--- src/rtl/ioctl_sdram_loader_pkg.sv ---
// ioctl_sdram_loader_pkg: shared state encoding, FIFO depth and widths for the ioctl SDRAM loader
package ioctl_sdram_loader_pkg;
  localparam int ADDR_W = 24;
  localparam int DATA_W = 16;
  localparam int BE_W = 2;
  localparam int FIFO_DEPTH = 2;
  localparam int CNT_W = 2;
  localparam int ENTRY_W = ADDR_W + DATA_W + BE_W;
  localparam logic [1:0] S_IDLE = 2'd0;
  localparam logic [1:0] S_LOAD = 2'd1;
  localparam logic [1:0] S_FLUSH = 2'd2;
  localparam logic [1:0] S_DONE = 2'd3;
  typedef struct packed {
    logic [ADDR_W-1:0] addr;
    logic [DATA_W-1:0] data;
    logic [BE_W-1:0]   be;
  } entry_t;
endpackage

--- src/rtl/ioctl_word_fifo.sv ---
// ioctl_word_fifo: two-entry write FIFO of {addr, data, be} words headed for SDRAM
module ioctl_word_fifo
  import ioctl_sdram_loader_pkg::*;
(
  input  logic               clk,
  input  logic               rst_n,
  input  logic               push,
  input  logic [ENTRY_W-1:0] din,
  input  logic               pop,
  output logic [ENTRY_W-1:0] head,
  output logic [CNT_W-1:0]   count
);
  logic [ENTRY_W-1:0] mem [FIFO_DEPTH];
  logic wr_ptr, rd_ptr, do_push, do_pop;
  assign do_pop = pop && count != '0;
  assign do_push = push && (count != CNT_W'(FIFO_DEPTH) || do_pop);
  assign head = mem[rd_ptr];
  always_ff @(posedge clk or negedge rst_n)
    if (!rst_n) begin
      mem <= '{default: '0};
      wr_ptr <= 1'b0;
      rd_ptr <= 1'b0;
      count <= '0;
    end else begin
      if (do_push) mem[wr_ptr] <= din;
      if (do_push) wr_ptr <= ~wr_ptr;
      if (do_pop) rd_ptr <= ~rd_ptr;
      count <= count + CNT_W'(do_push) - CNT_W'(do_pop);
    end
endmodule

--- src/rtl/ioctl_sdram_loader.sv ---
// ioctl_sdram_loader: packs ioctl download bytes into 16-bit SDRAM writes,
// throttling the byte stream through clkref_n so the 2-entry FIFO never overflows.
module ioctl_sdram_loader
  import ioctl_sdram_loader_pkg::*;
#(
  parameter logic [5:0]        INDEX = 6'd0,
  parameter logic [ADDR_W-1:0] BASE_ADDR = 24'd0
) (
  input  logic              clk_sys,
  input  logic              reset_n,
  input  logic              ioctl_download,
  input  logic [7:0]        ioctl_index,
  input  logic              ioctl_wr,
  input  logic [24:0]       ioctl_addr,
  input  logic [7:0]        ioctl_dout,
  output logic              clkref_n,
  output logic              mem_req,
  input  logic              mem_ack,
  output logic [ADDR_W-1:0] mem_addr,
  output logic [DATA_W-1:0] mem_din,
  output logic [BE_W-1:0]   mem_be,
  output logic              busy,
  output logic              load_done,
  output logic [24:0]       load_bytes
);
  logic [1:0] state, nxt, gcnt;
  logic [ADDR_W-1:0] p_addr, word;
  logic [DATA_W-1:0] p_data, base_data, m_data;
  logic [BE_W-1:0] p_be, m_be;
  logic [CNT_W-1:0] count;
  logic acc, fresh, conflict, flush_push, old_word, push, grant, unused;
  entry_t push_e;
  assign unused = &{1'b0, ioctl_index[7:6]};
  assign acc = state == S_LOAD && ioctl_wr;
  assign word = ioctl_addr[24:1];
  assign fresh = p_be == '0 || p_addr != word;
  assign conflict = acc && p_be != '0 && p_addr != word;
  assign flush_push = state == S_FLUSH && p_be != '0 && count != CNT_W'(FIFO_DEPTH);
  assign old_word = conflict || flush_push;
  assign base_data = fresh ? '0 : p_data;
  assign m_data = ioctl_addr[0] ? {ioctl_dout, base_data[7:0]} : {base_data[15:8], ioctl_dout};
  assign m_be = (fresh ? 2'b00 : p_be) | (ioctl_addr[0] ? 2'b10 : 2'b01);
  assign push = old_word || (acc && m_be == 2'b11);
  assign mem_req = count != '0;
  assign busy = state != S_IDLE;
  assign load_done = state == S_DONE;
  // A new byte slot is offered only with an empty FIFO, so one accepted byte can never overflow it
  assign grant = state == S_LOAD && nxt == S_LOAD && count == '0 && gcnt == '0;
  always_comb
    case (state)
      S_IDLE:  nxt = (ioctl_download && ioctl_index[5:0] == INDEX) ? S_LOAD : S_IDLE;
      S_LOAD:  nxt = ioctl_download ? S_LOAD : S_FLUSH;
      S_FLUSH: nxt = (p_be == '0 && count == '0) ? S_DONE : S_FLUSH;
      default: nxt = S_IDLE;
    endcase
  always_comb begin
    push_e.addr = BASE_ADDR + (old_word ? p_addr : word);
    push_e.data = old_word ? p_data : m_data;
    push_e.be = old_word ? p_be : m_be;
  end
  always_ff @(posedge clk_sys or negedge reset_n)
    if (!reset_n) begin
      state <= S_IDLE;
      clkref_n <= 1'b0;
      gcnt <= '0;
      load_bytes <= '0;
      p_addr <= '0;
      p_data <= '0;
      p_be <= '0;
    end else begin
      state <= nxt;
      clkref_n <= nxt == S_FLUSH || (nxt == S_LOAD && !grant);
      gcnt <= grant ? 2'd2 : (ioctl_wr || gcnt == '0) ? 2'd0 : gcnt - 2'd1;
      if (state == S_IDLE && nxt == S_LOAD) load_bytes <= '0;
      else if (acc) load_bytes <= load_bytes + 25'd1;
      if (acc) begin
        p_addr <= word;
        p_data <= m_be == 2'b11 ? '0 : m_data;
        p_be <= m_be == 2'b11 ? '0 : m_be;
      end else if (flush_push) begin
        p_data <= '0;
        p_be <= '0;
      end
    end
  ioctl_word_fifo u_fifo (
    .clk(clk_sys),
    .rst_n(reset_n),
    .push(push),
    .din(push_e),
    .pop(mem_ack && mem_req),
    .head({mem_addr, mem_din, mem_be}),
    .count(count)
  );
endmodule
--- config.mk ---
export PLATFORM = sky130hd
export DESIGN_NAME = ioctl_sdram_loader
export DESIGN_NICKNAME = d
export VERILOG_FILES = /design/src/rtl/ioctl_sdram_loader_pkg.sv /design/src/rtl/ioctl_word_fifo.sv /design/src/rtl/ioctl_sdram_loader.sv
export SDC_FILE = /design/constraint.sdc
export NUM_CORES = 1
export LEC_CHECK = 0
export ABC_AREA = 0
export BUFFER_PORTS_ARGS = -buffer_cell sky130_fd_sc_hd__buf_2
export CAP_MARGIN = 10
export CORE_UTILIZATION = 50
export CTS_CLUSTER_SIZE = 25
export DETAILED_ROUTE_END_ITERATION = 16
export GPL_ROUTABILITY_DRIVEN = 0
export GPL_TIMING_DRIVEN = 0
export PLACE_DENSITY = 0.71
export SKIP_CTS_REPAIR_TIMING = 1
export SYNTH_ARGS = -nofsm -noshare
export SYNTH_HDL_FRONTEND = slang
export SYNTH_HIERARCHICAL = 1
export SYNTH_SLANG_ARGS = --single-unit
--- constraint.sdc ---
create_clock -name clk_sys -period 2.8 [get_ports clk_sys]
set_input_delay 0.28 -clock clk_sys [delete_from_list [all_inputs] [get_ports clk_sys]]
set_output_delay 0.28 -clock clk_sys [all_outputs]
set_load 0.005 [all_outputs]
==> results.cfg <==
[route]
viasPerCell = 5.50
routedWlPerCell_microns = 17.1
drt-total-wl_mm = 17.0
drcViolationCount = 0
drt_pass1_iterations = 4
drt_iter0_markers = 260
drtAntennaViolNets = 0
routed-via-count = 5447

[setup_path]
path_delay_family = simple AND/OR/NAND/NOR gates
worst_setup_path_end_kind = flip-flop
crit_type = flip-flop to flip-flop
worstPathRequired_ps = 3100
crit_chain = xor2_1 > nor4_2 > nand4_1 > buf_6 > or3_4 > a21oi_2 > a311oi_2 > nor3b_4 > buf_12 > buf_8 > mux2_1
critPathMaxFanout = 10
slowest_stage = dfrtp_1
critPathLaunchType = flip-flop
cp.depth = 11
critPathBufInv = 3
r2r.worst_path.cells = 11
slowest_delay_ps = 390
worstPathArrival_ps = 3030

[clocking]
h-tree-depth = 4
clock_sinks = 160
clockRootBuffer = clkbuf_16
cts_buffers = 17
clk_latency_ps = 420
clk_pin_slew_ps = 60
clockBufferDepth = 2
cts_tree = yes

[final_layout]
fillers = 1244
syn2layout_area_growth_pct = 20.9
drive_gt1_share_pct = 43.1
finish.utilization_pct = 62.0
final_nets = 840
diodes = 0

[power_and_ir_drop]
vdd_drop_max_v = 0.000477
power.density_nw_per_um2 = 1010
leakagePower_nw = 4.68
finalPower_w = 0.00957

[synthesis]
yosysUniqueCellTypes = 50
syn_nets = 692
synth_top_family_by_area = multiplexers
yosys.area_share.xor_xnor_pct = 5.28
yosysMostFrequentCell = dfrtp_1
synth.area.top_cells = dfrtp_1 (51%), mux2_2 (21%), xor2_1 (4.6%)
synth_edf_count = 0
synth_top_area_cell = dfrtp_1
ys_seq_area_share_pct = 51.4
muxShareOfSynthArea_pct = 21.7
yosysWarnings = 6
avgSynthCellArea_sq_um = 12.1
ys_ff_latch = 160
async_flop_share_pct = 100
synth_top_area_share_pct = 51.4
synth_common_cells = dfrtp_1 (160), mux2_2 (147), nand2_1 (90), xor2_1 (41), a22o_1 (33)
netlist_area_sq_um = 7800
synth-adder-area-share_pct = 0.642
synth_flop_cell = dfrtp_1
netlist_instances = 642
synth-simple-area-share_pct = 11.1
synth_compound_area_share_pct = 6.84

[sta]
fin_crit_sh_pct = 97.3
slew_violations = 0
setup_viol = 0
tightest_slew_ps = 758
fin_crit_ps = 2730
hold_viol = 0
relSlewSlack_pct = 49.1
finClkSkew_ps = 7.83
tns_ps = 0
fmax_ghz = 0.367

[hold_path]
hold_depth = 2
hp-class = input pin to flip-flop

[grt]
grt_util_all_layers_pct = 22.3
grt_start_max_net_pins = 103
grt_pass1_vias = 5464
grt-ovfl-total = 0
grt_pass1_wl_mm = 27.8
antenna_found_initial = 0

[run]
drv_cap = 0

[die]
ios = 117
initial_core_util_pct = 51.3
dieArea_sq_um = 16100
row_count = 45
core_area_sq_um = 15200
dieHeight_microns = 127
die_w_microns = 127

[placed_design]
io_buffers = 114
hpwlAfterDp_mm = 11.8

[outcome]
status = finished clean
[where the power goes]
group | internal, W | switching, W
clock network | 0.00145 | 0.000869
registers | 0.00319 | 0.000539
logic | 0.00192 | 0.00159
[flip-flops by register name (all words and copies together), names as in the netlist]
register       cells
u_fifo/mem        84
load_bytes        25
p_addr            24
u_fifo/wr_ptr      1
p_data            16
state              2
u_fifo/rd_ptr      1
p_be               2
gcnt               2
u_fifo/count       2
clkref_n           1
[logic make-up (layout without fill, tap and decap cells)]
group | count (synthesis) | count (layout)
adder cells (fa/ha/maj) | 4 | 4
AND/OR/NAND/NOR | 175 | 175
AO/OA/AOI/OAI | 67 | 67
multiplexers | 150 | 150
flip-flops | 160 | 160
XOR/XNOR | 47 | 47
buffers and inverters | 39 | 199
[layer usage]
| layer | track usage, % | vias to the layer above | part of all wire, % |
|---|---|---|---|
| met5 | 0 | - | 0 |
| met4 | 8.68 | 0 | 1.7 |
| met3 | 5.82 | 25 | 5.9 |
| met2 | 35.8 | 158 | 50 |
| met1 | 29.0 | 2713 | 43 |
| li1 | - | 2551 | - |
[area by class of cell]
class / count / area (sq um) / share of cell area [%]
clock buffers: 27 / 523 / 5.55
well taps: 188 / 235 / 2.50
flip-flops and latches: 160 / 4000 / 42.5
plain buffers: 27 / 200 / 2.12
inverters: 12 / 45.0 / 0.478
clock inverters: 4 / 72.6 / 0.770
multi-input cells: 443 / 3620 / 38.4
repair buffers: 129 / 728 / 7.73
[worst register-to-register path, stage by stage (launching register included)]
cell      delay (ps)
dfrtp_1          390
xor2_1           200
nor4_2           300
nand4_1          150
buf_6            160
or3_4            360
a21oi_2          140
a311oi_2          80
nor3b_4          210
buf_12           150
buf_8            150
mux2_1           320
[per-stage QoR]
stage / instance area (sq um) / hold WS, ps / std cells / worst slack (ps)
finish: 9430 / 81.1 / 990 / 74.3
global route: 9430 / 77.9 / 990 / -39.1
CTS: 9230 / -167 / 976 / -185
detailed placement: 8640 / 280 / 945 / -195
global placement: 8600 / 422 / 944 / -788
floorplan: 7800 / -15.6 / 642 / 336
[worst paths after layout]
check                      slack, ps             end           start
min reg2reg                      440         gcnt[0]         gcnt[0]
max                               70  u_fifo/mem[72]       p_addr[7]
max in group asynchronous       1510  u_fifo/mem[65]         reset_n
min in group asynchronous        390   u_fifo/mem[3]         reset_n
min                               80        state[1]  ioctl_download
max reg2reg                       70  u_fifo/mem[72]       p_addr[7]
[placed cells by master, fill, tap and decap left out, drive strengths merged, types with 2 or more instances in the layout]
| master | n |
|---|---|
| a211oi | 2 |
| a21o | 2 |
| a21oi | 11 |
| a22o | 33 |
| a31oi | 2 |
| a41o | 2 |
| and2 | 6 |
| and3 | 2 |
| buf | 145 |
| bufinv | 2 |
| clkbuf | 37 |
| dfrtp | 160 |
| ha | 4 |
| inv | 12 |
| mux2 | 150 |
| nand2 | 90 |
| nand3 | 11 |
| nand4 | 3 |
| nand4b | 2 |
| nor2 | 31 |
| nor3 | 3 |
| nor3b | 2 |
| nor4 | 9 |
| o21ai | 8 |
| o221a | 2 |
| or2 | 3 |
| or3 | 7 |
| xnor2 | 6 |
| xor2 | 41 |
No activity file was read; power rests on OpenSTA's default activity.
